`src/rtl/sar_search_pkg.sv`:
```
// Shared definitions for the successive-approximation search controller:
// FSM state encodings and the {aeb,agb,alb} comparator codes.
package sar_pkg;

    localparam logic [1:0] ST_IDLE   = 2'd0;
    localparam logic [1:0] ST_SETTLE = 2'd1;
    localparam logic [1:0] ST_SAMPLE = 2'd2;
    localparam logic [1:0] ST_DONE   = 2'd3;

    localparam logic [2:0] CMP_EQ = 3'b100;
    localparam logic [2:0] CMP_GT = 3'b010;
    localparam logic [2:0] CMP_LT = 3'b001;

    localparam int unsigned CMP_LAT_MAX = 3;

    function automatic logic cmp_is_one_hot(input logic [2:0] code);
        return (code == CMP_EQ) || (code == CMP_GT) || (code == CMP_LT);
    endfunction

endpackage

```
`src/rtl/sar_search_if.sv`:
```
// Request/result and comparator signals of the SAR search controller.
// The controller takes the slave side; the requester/comparator the master side.
interface sar_search_if #(
    parameter int WIDTH = 4
);
    logic             start;
    logic [WIDTH-1:0] trial;
    logic             cmp_aeb;
    logic             cmp_agb;
    logic             cmp_alb;
    logic             busy;
    logic             done;
    logic [WIDTH-1:0] result;
    logic             found_exact;
    logic             err;

    modport slave (
        input  start, cmp_aeb, cmp_agb, cmp_alb,
        output trial, busy, done, result, found_exact, err
    );

    modport master (
        output start, cmp_aeb, cmp_agb, cmp_alb,
        input  trial, busy, done, result, found_exact, err
    );
endinterface

```
`src/rtl/sar_search.sv`:
```
// Successive-approximation controller: drives the comparator B operand with
// acc|mask trials, MSB first, and converges on the largest value <= A.
module sar_search
    import sar_pkg::*;
#(
    parameter int WIDTH      = 4,
    parameter int CMP_LAT    = 0,
    parameter int EARLY_EXIT = 1
) (
    input  logic         clk,
    input  logic         reset,
    sar_search_if.slave  sar
);

    localparam logic [1:0]       LAT_LOAD  = (CMP_LAT > 0) ? 2'(CMP_LAT - 1) : 2'd0;
    localparam logic [1:0]       ST_TRIAL  = (CMP_LAT > 0) ? ST_SETTLE : ST_SAMPLE;
    localparam logic [WIDTH-1:0] MASK_INIT = {1'b1, {(WIDTH-1){1'b0}}};

    logic [1:0]       r_state;
    logic [1:0]       w_state_next;
    logic [WIDTH-1:0] r_acc;
    logic [WIDTH-1:0] r_mask;
    logic [1:0]       r_cnt;
    logic [WIDTH-1:0] r_result;
    logic             r_found;
    logic             r_err;

    logic [2:0]       w_code;
    logic             w_one_hot;
    logic             w_keep;
    logic             w_eq;
    logic             w_exit;
    logic             w_last;
    logic [WIDTH-1:0] w_acc_sample;
    logic [WIDTH-1:0] w_mask_shift;

    // Invalid codes fall through to the alb path: the trial bit is dropped.
    assign w_code       = {sar.cmp_aeb, sar.cmp_agb, sar.cmp_alb};
    assign w_one_hot    = cmp_is_one_hot(w_code);
    assign w_eq         = (w_code == CMP_EQ);
    assign w_keep       = w_eq || (w_code == CMP_GT);
    assign w_acc_sample = w_keep ? (r_acc | r_mask) : r_acc;
    assign w_mask_shift = r_mask >> 1;
    assign w_exit       = (EARLY_EXIT != 0) && w_eq;
    assign w_last       = (w_mask_shift == '0);

    // NOTE: sequential state uses non-blocking assignments so every register
    // samples pre-edge values regardless of process ordering.
    always_ff @(posedge clk) begin
        if (reset) r_state <= ST_IDLE;
        else       r_state <= w_state_next;
    end

    // NOTE: default assignment first so no path through the case infers a latch.
    always_comb begin
        w_state_next = r_state;
        case (r_state)
            ST_IDLE:   if (sar.start) w_state_next = ST_TRIAL;
            ST_SETTLE: if (r_cnt == 2'd0) w_state_next = ST_SAMPLE;
            ST_SAMPLE: w_state_next = (w_exit || w_last) ? ST_DONE : ST_TRIAL;
            default:   w_state_next = ST_IDLE;
        endcase
    end

    always_ff @(posedge clk) begin
        if (reset) begin
            r_acc    <= '0;
            r_mask   <= '0;
            r_cnt    <= 2'd0;
            r_result <= '0;
            r_found  <= 1'b0;
            r_err    <= 1'b0;
        end else begin
            case (r_state)
                ST_IDLE: begin
                    if (sar.start) begin
                        r_acc   <= '0;
                        r_mask  <= MASK_INIT;
                        r_cnt   <= LAT_LOAD;
                        r_found <= 1'b0;
                        r_err   <= 1'b0;
                    end
                end
                ST_SETTLE: begin
                    if (r_cnt != 2'd0) r_cnt <= r_cnt - 2'd1;
                end
                ST_SAMPLE: begin
                    r_acc  <= w_acc_sample;
                    r_mask <= w_mask_shift;
                    r_cnt  <= LAT_LOAD;
                    if (w_eq)       r_found  <= 1'b1;
                    if (!w_one_hot) r_err    <= 1'b1;
                    if (w_exit || w_last) r_result <= w_acc_sample;
                end
                default: begin
                    r_mask <= '0;
                end
            endcase
        end
    end

    always_comb begin
        sar.trial = '0;
        sar.busy  = (r_state != ST_IDLE);
        sar.done  = (r_state == ST_DONE);
        if (r_state == ST_SETTLE || r_state == ST_SAMPLE) sar.trial = r_acc | r_mask;
    end

    assign sar.result      = r_result;
    assign sar.found_exact = r_found;
    assign sar.err         = r_err;

endmodule

```
`src/flat_wrapper.sv`:
```
// flat-port wrapper written by rule: the top's interface ports become plain ports
module sar_search_flat import sar_pkg::*;
#(
    parameter int WIDTH      = 4,
    parameter int CMP_LAT    = 0,
    parameter int EARLY_EXIT = 1
)
  (clk, reset, sar_start, sar_cmp_aeb, sar_cmp_agb, sar_cmp_alb, sar_trial, sar_busy, sar_done, sar_result, sar_found_exact, sar_err);
  sar_search_if #(.WIDTH(WIDTH)) sar_i ();
  input  logic clk;
  input  logic reset;
  input wire logic [$bits(sar_i.start)-1:0] sar_start;
  input wire logic [$bits(sar_i.cmp_aeb)-1:0] sar_cmp_aeb;
  input wire logic [$bits(sar_i.cmp_agb)-1:0] sar_cmp_agb;
  input wire logic [$bits(sar_i.cmp_alb)-1:0] sar_cmp_alb;
  output wire logic [$bits(sar_i.trial)-1:0] sar_trial;
  output wire logic [$bits(sar_i.busy)-1:0] sar_busy;
  output wire logic [$bits(sar_i.done)-1:0] sar_done;
  output wire logic [$bits(sar_i.result)-1:0] sar_result;
  output wire logic [$bits(sar_i.found_exact)-1:0] sar_found_exact;
  output wire logic [$bits(sar_i.err)-1:0] sar_err;
  assign sar_i.start = sar_start;
  assign sar_i.cmp_aeb = sar_cmp_aeb;
  assign sar_i.cmp_agb = sar_cmp_agb;
  assign sar_i.cmp_alb = sar_cmp_alb;
  assign sar_trial = sar_i.trial;
  assign sar_busy = sar_i.busy;
  assign sar_done = sar_i.done;
  assign sar_result = sar_i.result;
  assign sar_found_exact = sar_i.found_exact;
  assign sar_err = sar_i.err;
  sar_search #(.WIDTH(WIDTH), .CMP_LAT(CMP_LAT), .EARLY_EXIT(EARLY_EXIT)) u_core (.clk(clk), .reset(reset), .sar(sar_i));
endmodule
```
`config.mk`:
```
export PLATFORM = sky130hd
export DESIGN_NAME = sar_search_flat
export DESIGN_NICKNAME = d
export VERILOG_FILES = /design/src/rtl/sar_search_pkg.sv /design/src/rtl/sar_search_if.sv /design/src/rtl/sar_search.sv /design/src/flat_wrapper.sv
export SDC_FILE = /design/constraint.sdc
export NUM_CORES = 1
export LEC_CHECK = 0
export ABC_AREA = 1
export BUFFER_PORTS_ARGS = -buffer_cell sky130_fd_sc_hd__buf_2
export CORE_MARGIN = 2
export CORE_UTILIZATION = 35
export CTS_CLUSTER_DIAMETER = 80
export DETAILED_ROUTE_END_ITERATION = 6
export GPL_TIMING_DRIVEN = 0
export PLACE_DENSITY = 0.56
export SLEW_MARGIN = 20
export SYNTH_ARGS = -nofsm -noshare
export SYNTH_HDL_FRONTEND = slang
export SYNTH_SLANG_ARGS = --single-unit
```
`constraint.sdc`:
```
create_clock -name clk -period 2 [get_ports clk]
set_input_delay 0.4 -clock clk [delete_from_list [all_inputs] [get_ports clk]]
set_output_delay 0.4 -clock clk [all_outputs]
set_load 0.02 [all_outputs]
```
==> flow_summary.toml <==
[drt]
first_pass_iters = 4
post-route-drc-count = 0
routed_via_density = 4.45
via_count = 876
drtAntennaViolNets = 0
drt_wl_total_um = 1910
wire_per_inst_um = 9.70
drtIter0Drc = 22

[grt]
top_usage_layer = "met2"
use_met2_pct = 22.8
grt_pass1_vias = 786
grt.met1_usage_pct = 15.3
overflow = 0
met3_usage_pct = 5.07
grt_pass1_wl_um = 3280
grt_usage_pct = 13.5
grt_antenna_before_repair = 0
grt_max_degree = 10

[layout]
fill_cells = 304
drive_gt1_share_pct = 15.1
final_cell_count_no_fill = 197
multi_input_area_um2 = 478
regArea_um2 = 362
n_antenna_cell = 0
areaGrowthSynthToFinish_pct = 14.8
finalNetCount = 180

[yosys]
ys_types = 15
netlist_instances = 147
yosysMostFrequentCell = "nand2_1"
syn_area_per_cell_um2 = 6.55
yosys.area.top_type = "dfxtp_1"
yosys-top-cells-area = "dfxtp_1 (37%), nand2_1 (15%), inv_1 (11%)"
syn-num-nets = 159
syn-cell-area_um2 = 962
synth_top_flop_cell = "dfxtp_1"
synth_edf_count = 0
ys_async_sr_fraction_pct = 0
synth-seq-area-share_pct = 37.5
synth-seq-cells = 18
synthTopCellsByCount = "nand2_1 (38), inv_1 (28), dfxtp_1 (18), a21oi_1 (17), nor2_1 (15)"
yosysTopAreaCellShare_pct = 37.5
ys.warnings.count = 0

[clock_network]
cts_resized = 0
clkSinkCount = 18
clk_pin_slew_worst_paths_ns = 0.10
post-cts-setup-buffer-count = 0
root_buffer = "clkbuf_4"
holdBufCountCts = 0
cts_htree_levels = 1
cts_tree = "yes"
worstSkewPairLatency_ns = 0.30
clk_path_buf_depth = 2
cts-buffers-inserted = 3

[sta]
maxClockFrequency_mhz = 536
setup_viol = 0
drv_slew = 0
finalCritPeriodShare_pct = 93.3
relSlewSlack_pct = 81.9
tns_ns = 0
min_period_ns = 1.87
grt_setup_unrepaired = "no"
clock_skew_ns = 0.00974
finalHoldViolations = 0
worstMarginPinSlew_ns = 0.271

[power]
powerDensity_nw_per_um2 = 709
ir_worst_vdd_mv = 0.417
p_leak_nw = 0.579

[floorplan]
start_util_pct = 35.8
rows = 19
dieArea_um2 = 3180
core_area_um2 = 2690
io_pins = 18
die_y_um = 56.4
fp.dieW_um = 56.4

[critical_path]
cp.buffers_inverters = 3
crit_chain = "inv_1 > ha_1 > inv_1 > a21oi_1 > buf_2"
crit_required_ns = 1.60
critical_path.top_delay_family = "flip-flops"
cp_common_cell = "inv_1"
slowest_stage = "dfxtp_1"
cp_max_fo = 5
critPathKind = "register to primary output"
slowest_delay_ns = 0.41
crit_arrival_ns = 1.47
end_kind = "primary output"
cp-start-kind = "register"

[status]
outcome = "finished clean"

[place]
numPortBuffers = 16
post-place-cells = 194
hpwl_um = 1570
gp_congestion = 0.748

[worst_hold_path]
worstHoldPathType = "input port to register"

[run]
max_cap_viol_count = 0
## report_power, final
group	internal (W)	leakage (nW)	switching [W]
Combinational	0.0000676	0.418	0.000139
Clock	0.0000702	0.0138	0.000110
Sequential	0.000382	0.147	0.0000145
## sequential cells by signal (all words and copies together) (netlist names)
name and flops:
u_core.sar.result 4, u_core.sar.found_exact 1, u_core.r_cnt 2, u_core.r_acc 4, u_core.r_mask 4, u_core.r_state 2
u_core.sar.err 1
## path summary, 6_finish.rpt
kind	startpoint	endpoint	slack, ns	cells after the start
max	u_core.r_state[1]	sar_trial[1]	0.13	5
min	reset	u_core.r_state[0]	0.28	2
max reg2reg	u_core.r_state[0]	u_core.r_acc[2]	0.57	6
min reg2reg	u_core.sar.err	u_core.sar.err	0.45	2
## layout by cell type (no fill, tap or decap)
master and instances:
nor3_1 1, nor2_1 15, o21a_1 1, nor2_2 2, nand3_1 11, ha_1 6
clkbuf_4 3, o21ai_0 5, a21oi_1 17, or2_0 1, dfxtp_2 1, buf_2 16
nand3b_1 1, nand2_1 38, buf_6 1, inv_1 28, dfxtp_1 17, inv_2 2
## routing by layer
metal | vias to the layer above | share of wire, %
li1 | 489 | -
met1 | 368 | 45
met2 | 15 | 49
met3 | 4 | 4.7
met4 | 0 | 1.8
met5 | - | 0
## area by class of cell
cell class / count / share of cell area (%)
tap: 31 / 3.51
sequential: 18 / 32.7
timing repair buffer: 16 / 7.25
buffer: 1 / 1.02
clock buffer: 3 / 2.04
multi-input combinational: 98 / 43.3
inverter: 30 / 10.2
## per-stage QoR
| step | cell area (um^2) | util, % | worst slack (ns) | hold WS [ns] | power (W) |
|---|---|---|---|---|---|
| floorplan | 962 | - | 0.492 | 0.440 | 0.000556 |
| global placement | 1080 | 40.2 | 0.439 | 0.437 | 0.000610 |
| global route | 1100 | 41.1 | 0.00709 | 0.276 | 0.000841 |
| detailed placement | 1080 | 40.2 | 0.422 | 0.442 | 0.000613 |
| CTS | 1100 | 41.1 | 0.0717 | 0.275 | 0.000798 |
| finish | 1100 | 41.1 | 0.135 | 0.280 | 0.000784 |
## logic make-up (layout without fill, tap and decap cells)
logic type	after synthesis	in the layout	share of synthesized area (%)
AOI/OAI and AO/OA	23	23	12.2
adders and majority gates	6	6	7.80
buffers and inverters	31	50	12.9
DFF	18	18	37.5
and+or+nand+nor	69	69	29.6
(Power assumes the default switching activity.)
